<file path="src/rtl/clkdiv_prog.sv">
// clkdiv_prog -- multi-channel runtime-programmable even-ratio clock divider.
//
// Each channel divides clk_in by 2*(thr+1). clk_out[i] is a registered square
// wave; tick[i] is high for one cycle whenever clk_out[i] takes a new value.
// A new threshold is accepted through a valid/ready port into a one-deep
// per-channel holding register. It becomes active at that channel's next
// half-period boundary, so the half-period in progress always completes.
//
// Ports:
//   clk_in                 sole clock, rising edge
//   rst                    asynchronous active-high reset
//   en[NUM_CH]             per-channel run enable (low = freeze counter/output)
//   ld_valid/ld_ch/ld_value threshold load request
//   ld_ready               combinational: target channel exists and has no
//                          pending load
//   clk_out[NUM_CH]        divided clocks (reset to 1)
//   tick[NUM_CH]           edge strobes (reset to 0)
//   resync[NUM_CH]         only when CLKDIV_PROG_RESYNC_EN is defined: forces
//                          the channel back to the start of a high half-period
//
// Optional feature macro: CLKDIV_PROG_RESYNC_EN.

module clkdiv_prog_ch #(
    parameter int CNT_W             = 32,
    parameter int DEFAULT_THRESHOLD = 1
) (
    input  logic             clk_in,
    input  logic             rst,
    input  logic             en,
`ifdef CLKDIV_PROG_RESYNC_EN
    input  logic             resync,
`endif
    input  logic             ld_we,
    input  logic [CNT_W-1:0] ld_value,
    output logic             pend,
    output logic             clk_out,
    output logic             tick
);
    localparam logic [CNT_W-1:0] THR_RST = CNT_W'(DEFAULT_THRESHOLD);

    logic [CNT_W-1:0] cnt;
    logic [CNT_W-1:0] thr;
    logic [CNT_W-1:0] thr_pend;
    logic             boundary;
    logic             sync;

    // >= rather than == so a counter left above a freshly lowered threshold
    // still terminates on the next enabled cycle.
    assign boundary = en && (cnt >= thr);

`ifdef CLKDIV_PROG_RESYNC_EN
    assign sync = resync;
`else
    assign sync = 1'b0;
`endif

    always_ff @(posedge clk_in or posedge rst) begin
        if (rst) begin
            cnt      <= '0;
            thr      <= THR_RST;
            thr_pend <= '0;
            pend     <= 1'b0;
            clk_out  <= 1'b1;
            tick     <= 1'b0;
        end else begin
            if (sync) begin
                cnt     <= '0;
                clk_out <= 1'b1;
                tick    <= 1'b0;
            end else if (boundary) begin
                cnt     <= '0;
                clk_out <= ~clk_out;
                tick    <= 1'b1;
            end else begin
                if (en) cnt <= cnt + CNT_W'(1);
                tick <= 1'b0;
            end
            // Pending value takes over only where a half-period starts.
            if ((sync || boundary) && pend) begin
                thr  <= thr_pend;
                pend <= 1'b0;
            end
            // ld_we implies pend was clear, so this never collides with the
            // apply above; a load landing on a boundary waits for the next one.
            if (ld_we) begin
                thr_pend <= ld_value;
                pend     <= 1'b1;
            end
        end
    end
endmodule

module clkdiv_prog #(
    parameter int NUM_CH            = 2,
    parameter int CNT_W             = 32,
    parameter int DEFAULT_THRESHOLD = 1,
    localparam int LD_W             = (NUM_CH > 1) ? $clog2(NUM_CH) : 1
) (
    input  logic              clk_in,
    input  logic              rst,
    input  logic [NUM_CH-1:0] en,
`ifdef CLKDIV_PROG_RESYNC_EN
    input  logic [NUM_CH-1:0] resync,
`endif
    input  logic              ld_valid,
    input  logic [LD_W-1:0]   ld_ch,
    input  logic [CNT_W-1:0]  ld_value,
    output logic              ld_ready,
    output logic [NUM_CH-1:0] clk_out,
    output logic [NUM_CH-1:0] tick
);
    logic [NUM_CH-1:0]    pend;
    // pend widened to the full ld_ch range so out-of-range indices read a
    // defined value; the range test below rejects them anyway.
    logic [2**LD_W-1:0]   pend_pad;
    logic                 ch_ok;

    always_comb begin
        pend_pad             = '0;
        pend_pad[NUM_CH-1:0] = pend;
    end

    assign ch_ok    = ({1'b0, ld_ch} < (LD_W+1)'(NUM_CH));
    assign ld_ready = ch_ok && !pend_pad[ld_ch];

    for (genvar i = 0; i < NUM_CH; i++) begin : g_ch
        clkdiv_prog_ch #(
            .CNT_W            (CNT_W),
            .DEFAULT_THRESHOLD(DEFAULT_THRESHOLD)
        ) u_ch (
            .clk_in  (clk_in),
            .rst     (rst),
            .en      (en[i]),
`ifdef CLKDIV_PROG_RESYNC_EN
            .resync  (resync[i]),
`endif
            .ld_we   (ld_valid && ld_ready && (ld_ch == LD_W'(i))),
            .ld_value(ld_value),
            .pend    (pend[i]),
            .clk_out (clk_out[i]),
            .tick    (tick[i])
        );
    end
endmodule

</file>
<file path="config.mk">
export PLATFORM = sky130hd
export DESIGN_NAME = clkdiv_prog
export DESIGN_NICKNAME = d
export VERILOG_FILES = /design/src/rtl/clkdiv_prog.sv
export SDC_FILE = /design/constraint.sdc
export NUM_CORES = 1
export LEC_CHECK = 0
export BUFFER_PORTS_ARGS = -buffer_cell sky130_fd_sc_hd__buf_2
export CAP_MARGIN = 15
export CORE_ASPECT_RATIO = 1.1
export CORE_MARGIN = 4
export CORE_UTILIZATION = 50
export CTS_BUF_LIST = sky130_fd_sc_hd__clkbuf_8
export CTS_CLUSTER_SIZE = 30
export DETAILED_ROUTE_END_ITERATION = 10
export PLACE_DENSITY_LB_ADDON = 0.2
export SLEW_MARGIN = 20
export SYNTH_ARGS = -nofsm -noshare
export SYNTH_HDL_FRONTEND = slang
export SYNTH_SLANG_ARGS = --single-unit
</file>
<file path="constraint.sdc">
create_clock -name clk_in -period 7.7 [get_ports clk_in]
set_clock_uncertainty 0.1 [all_clocks]
set_input_delay 0 -clock clk_in [delete_from_list [all_inputs] [get_ports clk_in]]
set_output_delay 0 -clock clk_in [all_outputs]
set_load 0.02 [all_outputs]
</file>
# [Yosys cells after proc, flatten, opt, wreduce, memory -nomap -nowiden]
# Index checks and enable logic that the tools add are counted.
[op_classes] muxes=12 add_sub_neg=2 n_lt_le_gt_ge=3 reduce_logical=12 n_bitwise=3
[op_table] cell="32-bit two-way mux" count=4
[op_table] cell="32-bit by 1-bit adder with 32-bit output, second input constant" count=2
[op_table] cell="32-bit greater-or-equal comparator" count=2
[op_table] cell="1-bit two-way mux" count=8
[op_table] cell="2-bit nonzero test" count=4
[op_table] cell="1-bit logical AND" count=7
[op_table] cell="1-bit NOT" count=3
[op_table] cell="1-bit by 2-bit < comparator with 1-bit output, second input constant" count=1
[op_table] cell="1-bit logical NOT" count=1
[word_totals] reg_bits=198 word_cells=44

# [Longest topological paths before layout]
# Gate-level depths: netlist (run 1).
[depth] word_depth=6 depth_mapped=11

# [Cells and area by module]
# From an unflattened synthesis (run 1), not the netlist that was laid out.
[unflattened] cells_unflattened=862 area_unflattened_um2=10206.0
[by_module_without_submodules] module="clkdiv_prog_ch (g_ch[0].u_ch)" instances=1 seq_area_each_um2=2479.9 area_each_um2=5109.9 cells_each=427
[by_module_without_submodules] module="clkdiv_prog_ch (g_ch[1].u_ch)" instances=1 seq_area_each_um2=2479.9 area_each_um2=5069.9 cells_each=432
[by_module_without_submodules] module="clkdiv_prog" instances=1 seq_area_each_um2=0.0 area_each_um2=26.3 cells_each=3

# [Worst setup path after synthesis (run 1)]
# No wires, ideal clock.
[synth_timing] kind="register to register" start="reg g_ch[1].u_ch.cnt[17]" end="reg g_ch[1].u_ch.thr[10]" required_ps=7475 arrival_time_ps=2594 stages_incl_launch_ff=10 setup_slack_ps=4881 setup_time_ps=125 n_path_buf=2 path_cell_list="dfrtp_1 > ha_1 > a21o_1 > a221o_1 > a222oi_1 > or3b_1 > buf_6 > o211ai_4 > buf_6 > mux2_2"
[synth_via] elab_chain_len=3
[synth_rtl] item="start, declared" line="41" text="logic [CNT_W-1:0] cnt;"
[synth_rtl] item="start signal, assigned" line="75" text="if (en) cnt <= cnt + CNT_W'(1);"
[synth_rtl] item="32-bit greater-or-equal comparator" line="49" text="assign boundary = en && (cnt >= thr);"
[synth_rtl] item="1-bit logical AND" line="49"
[synth_rtl] item="1-bit logical AND" line="79" text="if ((sync || boundary) && pend) begin"
[synth_rtl] item="end signal, assigned" line="80" text="thr <= thr_pend;"
[synth_rtl] item="end, declared" line="42" text="logic [CNT_W-1:0] thr;"
# No other way between the ends.
# A chain may end at the register's enable or synchronous reset.

# [Worst setup path after layout (run 1)]
[layout_timing] start="reg g_ch[1].u_ch.cnt[19]" end="reg g_ch[1].u_ch.thr[31]"
# Same word-level chain as after synthesis.

==> results of run 1 <==
==> logic make-up after synthesis <==
group	synth area share
buffers and inverters	0.0456
adders and majority gates	0.0847
and+or+nand+nor	0.112
AOI/OAI and AO/OA	0.0506
DFF	0.509
muxes	0.150
xor gates and xnor gates	0.0485
==> flip-flops by register name, summed over array words and instances (netlist names) <==
signal and flops:
g_ch.u_ch.cnt 64, g_ch.u_ch.thr 64, g_ch.u_ch.thr_pend 64, g_ch.u_ch.clk_out 2, g_ch.u_ch.pend 2, g_ch.u_ch.tick 2
==> per-layer routing <==
layer | track usage | vias to the layer above
met4 | 0.0457 | 0
met2 | 0.292 | 80
met5 | 0 | -
li1 | - | 3069
met1 | 0.248 | 3082
met3 | 0.0284 | 16
==> report_power, final <==
part / leakage [nW] / internal, mW / switching (mW)
sequential: 2.53 / 1.37 / 0.190
clock: 0.204 / 0.307 / 0.383
combinational: 2.46 / 0.427 / 0.353
==> layout make-up <==
| type | instances | share of cell area |
|---|---|---|
| Sequential cell | 198 | 0.455 |
| Multi-Input combinational cell | 541 | 0.399 |
| Timing Repair Buffer | 81 | 0.0541 |
| Tap cell | 247 | 0.0283 |
| Inverter | 74 | 0.0261 |
| Clock buffer | 18 | 0.0227 |
| Clock inverter | 14 | 0.0150 |
==> stage by stage <==
stage | setup WS (ps) | total power, mW | utilization | hold WS [ps] | instances
after floorplan | 2210 | 2.15 | - | 50.6 | 841
after global placement | 4130 | 2.32 | 0.529 | 159 | 1106
after detailed placement | 4080 | 2.36 | 0.529 | 152 | 1106
after CTS | 4070 | 3.07 | 0.569 | 100 | 1173
after global routing | 3870 | 3.25 | 0.569 | 155 | 1173
final | 4090 | 3.03 | 0.569 | 127 | 1173
==> repair_timing <==
action | CTS | global route
buffers inserted | 0 | 0
hold buffers | 35 | 0
hold endpoints to repair | 204 | 0
==> cells in the mapped netlist (3+ instances only) <==
| cell | number | area (sq um) |
|---|---|---|
| dfrtp_1 | 194 | 4850 |
| mux2_2 | 129 | 1450 |
| inv_1 | 74 | 278 |
| nor2_1 | 74 | 278 |
| ha_1 | 66 | 826 |
| nand2_1 | 36 | 135 |
| xor2_1 | 36 | 315 |
| nand3_1 | 34 | 170 |
| nand4_1 | 24 | 150 |
| a21oi_1 | 23 | 115 |
| xnor2_1 | 18 | 158 |
| and4_1 | 13 | 114 |
| o21ai_0 | 11 | 55.1 |
| and3_1 | 10 | 62.6 |
| clkbuf_1 | 10 | 37.5 |
| buf_2 | 7 | 35.0 |
| nor4_1 | 6 | 37.5 |
| a21o_1 | 5 | 37.5 |
| buf_6 | 5 | 56.3 |
| o21a_1 | 5 | 37.5 |
| o31ai_1 | 5 | 37.5 |
| buf_4 | 4 | 30.0 |
| dfstp_2 | 4 | 105 |
| nor2b_1 | 4 | 25.0 |
| nor3_1 | 4 | 20.0 |
| a221oi_1 | 3 | 26.3 |
| a22o_1 | 3 | 26.3 |
==> worst max path at each step <==
stage | startpoint | to | cells after the start
after floorplan | rst | g_ch[0].u_ch.cnt[0]$_DFFE_PP0P_ | 1
after global placement | g_ch[1].u_ch.cnt[19]$_DFFE_PP0P_ | g_ch[1].u_ch.thr[24]$_DFFE_PP0P_ | 7
after detailed placement | g_ch[1].u_ch.cnt[30]$_DFFE_PP0P_ | g_ch[1].u_ch.pend$_DFFE_PP0P_ | 7
after CTS | g_ch[1].u_ch.cnt[30]$_DFFE_PP0P_ | g_ch[1].u_ch.pend$_DFFE_PP0P_ | 7
after global routing | g_ch[1].u_ch.cnt[19]$_DFFE_PP0P_ | g_ch[1].u_ch.thr[31]$_DFFE_PP0P_ | 7
final | g_ch[1].u_ch.cnt[19]$_DFFE_PP0P_ | g_ch[1].u_ch.thr[31]$_DFFE_PP0P_ | 7
==> critical path: cells and delay by family (launching register included) <==
kind	cells	cell delay, ps
AND/OR/NAND/NOR	2	730
flip-flops	1	470
multiplexers	1	420
AO/OA/AOI/OAI	3	1440
adder cells (fa/ha/maj)	1	320
==> results.json, run 1 <==
{
  "syn_inst": 841,
  "place.port_buffers": 42,
  "final_layout_size_suffix_gt1_frac": 0.237,
  "ant_nets": 0,
  "crit_required_ps": 7950,
  "grt_pass1_wl_um": 31300,
  "r2r_cells": 7,
  "n_fill_cell": 1634,
  "drv_cap": 0,
  "worst-endpoint-arrival_ps": 3860,
  "wirelength_um": 18600,
  "grt_remaining_overflow": 0,
  "wl_met2_um": 9140,
  "worst_slew_margin_rel": 0.280,
  "initial_utilization": 0.509,
  "nets": 1017,
  "hold-path-cell-count": 4,
  "cp-start-kind": "flip-flop",
  "synth-warning-count": 0,
  "gp_congestion": 0.796,
  "finalMaxSlewViolations": 0,
  "clock_tree.buffer_depth": 2,
  "cts-root-buf": "clkbuf_8",
  "highest_layer": "met4",
  "vias_per_cell": 5.33,
  "m1WireLength_um": 8780,
  "numCtsBuffers": 17,
  "multi_input_comb_area_sq_um": 4360,
  "async_flop_share": 1.00,
  "most-common-layout-cells": "dfrtp_1, mux2_2, nor2_1",
  "worst_pin_slew_ps": 1070,
  "track_usage": 0.178,
  "cts.htree.levels": 4,
  "fin_crit_ps": 3610,
  "cts_sinks": 198,
  "setup_viol": 0,
  "diodes": 0,
  "dieWidth_um": 141,
  "power.density_nw_per_um2": 278,
  "grt_pass1_vias": 6265,
  "die_h_um": 154,
  "cts_resized": 0,
  "synth_edf_count": 0,
  "via_count": 6247,
  "slowest_delay_ps": 900,
  "syn2layout_area_growth_pct": 12.0,
  "timing.rr.start": "g_ch[1].u_ch.cnt[19]$_DFFE_PP0P_",
  "dpl.hpwl_um": 12800,
  "placed_area_sq_um": 10100,
  "firstDrtPassIters": 4,
  "final.setup.tns_ps": 0,
  "post-route-drc-count": 0,
  "worstSkewPairLatency_ps": 460,
  "syn-num-nets": 945,
  "synth-main-ff-cell": "dfrtp_1",
  "min_to": "g_ch[0].u_ch.pend$_DFFE_PP0P_",
  "rows": 53,
  "cts_tree": "built",
  "coreArea_sq_um": 19200,
  "worst_path_max_delay_cell": "o211ai_4",
  "fmax_mhz": 277,
  "syn_avg_cell_area_sq_um": 11.6,
  "synth_seq_cells": 198,
  "synth_area_sq_um": 9750,
  "grt_start_max_net_pins": 131,
  "wl_per_cell_um": 15.9,
  "fin_area_sq_um": 10900,
  "ios": 43,
  "ir_drop_v": 0.000155,
  "path_max_fanout": 32,
  "rsz0062_at_grt": "no",
  "hold_class": "in -> reg",
  "criticalPathCategory": "reg -> reg",
  "path_clk_slew_ps": 100,
  "r2r-end": "g_ch[1].u_ch.thr[31]$_DFFE_PP0P_",
  "wl_met3_um": 512,
  "dr.first_iter.drc_count": 337,
  "hp-start": "ld_ch",
  "mostFrequentLayoutCell": "dfrtp_1",
  "regToRegSetupSlack_ps": 4090,
  "antenna_found_initial": 0,
  "path_cells": "ha_1 > and2_0 > a221o_1 > a222oi_1 > or3b_1 > o211ai_4 > mux2_2",
  "outcome": "completed",
  "finalCritPeriodShare": 0.469,
  "hold_viol": 0,
  "ys_seq_area_frac": 0.509,
  "critPathCaptureType": "flip-flop",
  "ys_types": 52,
  "ff_latch_area_sq_um": 4960,
  "cellLeakagePower_nw": 5.20,
  "die_area_sq_um": 21800
}
No activity file was read; power rests on OpenSTA's default activity.
==> run 2: changes to the inputs <==
- clock period: 7.7 -> 3.1 ns (I/O delays scaled with it)
==> results.json, run 2 (same netlist as run 1, synthesis figures left out) <==
{
  "outcome": "completed",
  "final_layout_size_suffix_gt1_frac": 0.243,
  "dpl.hpwl_um": 13100,
  "grt_pass1_wl_um": 31700,
  "place.port_buffers": 42,
  "firstDrtPassIters": 4,
  "mostFrequentLayoutCell": "dfrtp_1",
  "coreArea_sq_um": 19200,
  "syn2layout_area_growth_pct": 14.5,
  "worst-endpoint-arrival_ps": 3200,
  "regToRegSetupSlack_ps": 160,
  "pre_cts_ws_ps": 197,
  "ios": 43,
  "fmax_mhz": 341,
  "drv_cap": 0,
  "finalPower_mw": 7.76,
  "via_count": 6336,
  "grt_start_max_net_pins": 117,
  "worst_pin_slew_ps": 624,
  "cts_tree": "built",
  "fin_area_sq_um": 11200,
  "r2r_cells": 8,
  "n_fill_cell": 1647,
  "power.density_nw_per_um2": 696,
  "ant_nets": 0,
  "hold-path-cell-count": 3,
  "clock_tree.buffer_depth": 2,
  "finalMaxSlewViolations": 0,
  "most-common-layout-cells": "dfrtp_1, mux2_2, nor2_1",
  "ir_drop_v": 0.000436,
  "gp_congestion": 0.812,
  "postCtsSetupRepairBufs": 0,
  "setup_viol": 0,
  "cts_sinks": 198,
  "post-route-drc-count": 0,
  "hp-start": "ld_value[25]",
  "die_area_sq_um": 21800,
  "min_to": "g_ch[0].u_ch.thr_pend[25]$_DFFE_PP0P_",
  "rsz0062_at_grt": "no",
  "timing.rr.start": "g_ch[1].u_ch.cnt[19]$_DFFE_PP0P_",
  "initial_utilization": 0.509,
  "hold_viol": 0,
  "worstSkewPairLatency_ps": 480,
  "final.setup.tns_ps": 0,
  "cts.htree.levels": 4,
  "vias_per_cell": 5.32,
  "wl_met2_um": 8830,
  "wl_met3_um": 573,
  "dr.first_iter.drc_count": 246,
  "antenna_found_initial": 1,
  "highest_layer": "met4",
  "largest_registers": "g_ch.u_ch.cnt x64, g_ch.u_ch.thr x64, g_ch.u_ch.thr_pend x64",
  "placed_area_sq_um": 10300,
  "worst_slew_margin_rel": 0.584,
  "rows": 53,
  "criticalPathCategory": "reg -> reg",
  "wl_per_cell_um": 15.6,
  "grt_pass1_vias": 6534,
  "m1WireLength_um": 8870,
  "finalCritPeriodShare": 0.947,
  "final_util": 0.582,
  "cp-start-kind": "flip-flop",
  "die_h_um": 154,
  "track_usage": 0.179,
  "fin_crit_ps": 2940,
  "r2r-end": "g_ch[1].u_ch.thr[29]$_DFFE_PP0P_",
  "layout_setup_ws_ps": 165,
  "grt_remaining_overflow": 0,
  "hold_class": "in -> reg",
  "cts-root-buf": "clkbuf_8",
  "numCtsBuffers": 17,
  "cellLeakagePower_nw": 5.32,
  "path_max_fanout": 32,
  "nets": 1033,
  "critPathCaptureType": "flip-flop",
  "dieWidth_um": 141,
  "wirelength_um": 18600,
  "path_clk_slew_ps": 110,
  "crit_required_ps": 3370
}
## run 2: cell types whose count changed in the layout (fill, tap and decap cells not counted), sizes merged
cell	before	now
clkbuf	18	17
inv	80	82
diode	0	2
clkinv	4	1
bufinv	2	4
buf	46	58
dlygate4sd3	35	39
## run 2: worst max path at each step
stage / slack (ps) / start / to / cells after the start
6_report: 160 / g_ch[1].u_ch.cnt[19]$_DFFE_PP0P_ / g_ch[1].u_ch.thr[29]$_DFFE_PP0P_ / 8
5_1_grt: 2 / g_ch[1].u_ch.cnt[19]$_DFFE_PP0P_ / g_ch[1].u_ch.thr[17]$_DFFE_PP0P_ / 8
4_1_cts: 160 / g_ch[1].u_ch.cnt[19]$_DFFE_PP0P_ / g_ch[1].u_ch.thr[29]$_DFFE_PP0P_ / 8
3_5_place_dp: 200 / g_ch[1].u_ch.cnt[19]$_DFFE_PP0P_ / g_ch[1].u_ch.thr[25]$_DFFE_PP0P_ / 8
3_3_place_gp: 240 / g_ch[1].u_ch.cnt[19]$_DFFE_PP0P_ / g_ch[1].u_ch.thr[27]$_DFFE_PP0P_ / 8
2_1_floorplan: 280 / g_ch[1].u_ch.cnt[17]$_DFFE_PP0P_ / g_ch[1].u_ch.thr[10]$_DFFE_PP0P_ / 9
## run 2: critical path, stage by stage (launching register included)
cell	delay (ps)
dfrtp_1	460
ha_1	320
and2_0	170
a221o_1	300
a222oi_1	220
or3b_1	450
o211ai_4	210
buf_12	230
mux2_2	360
## run 2: through the flow
step / hold slack, ps / cells
2_1_floorplan: 50.6 / 841
3_3_place_gp: -172 / 1118
3_5_place_dp: -170 / 1118
4_1_cts: 169 / 1189
5_1_grt: 192 / 1190
6_report: 207 / 1191
## run 2: repair_timing
item | CTS | global route
gates resized for setup | 0 | 1
setup endpoints to repair | 0 | 1
hold buffers | 39 | 0
hold endpoints to repair | 277 | 0
## run 2: final cells by class
type	count	area, sq um	area share
clock buffer	17	234	0.0210
tap	247	309	0.0277
inverter	74	282	0.0252
antenna	2	5.00	0.000449
timing repair buffer	97	783	0.0702
multi-input combinational	541	4350	0.390
clock inverter	15	233	0.0209
sequential	198	4960	0.444
## run 2: per-layer routing
layer  track usage  up-vias
met5             0        -
met4        0.0498        0
met3        0.0368       20
met2         0.291       81
met1         0.245     3134
li1              -     3101
## run 2: power breakdown
group,switching [mW],total [mW],internal (mW)
combinational,0.880,1.96,1.08
sequential,0.485,3.88,3.40
clock,0.996,1.92,0.920
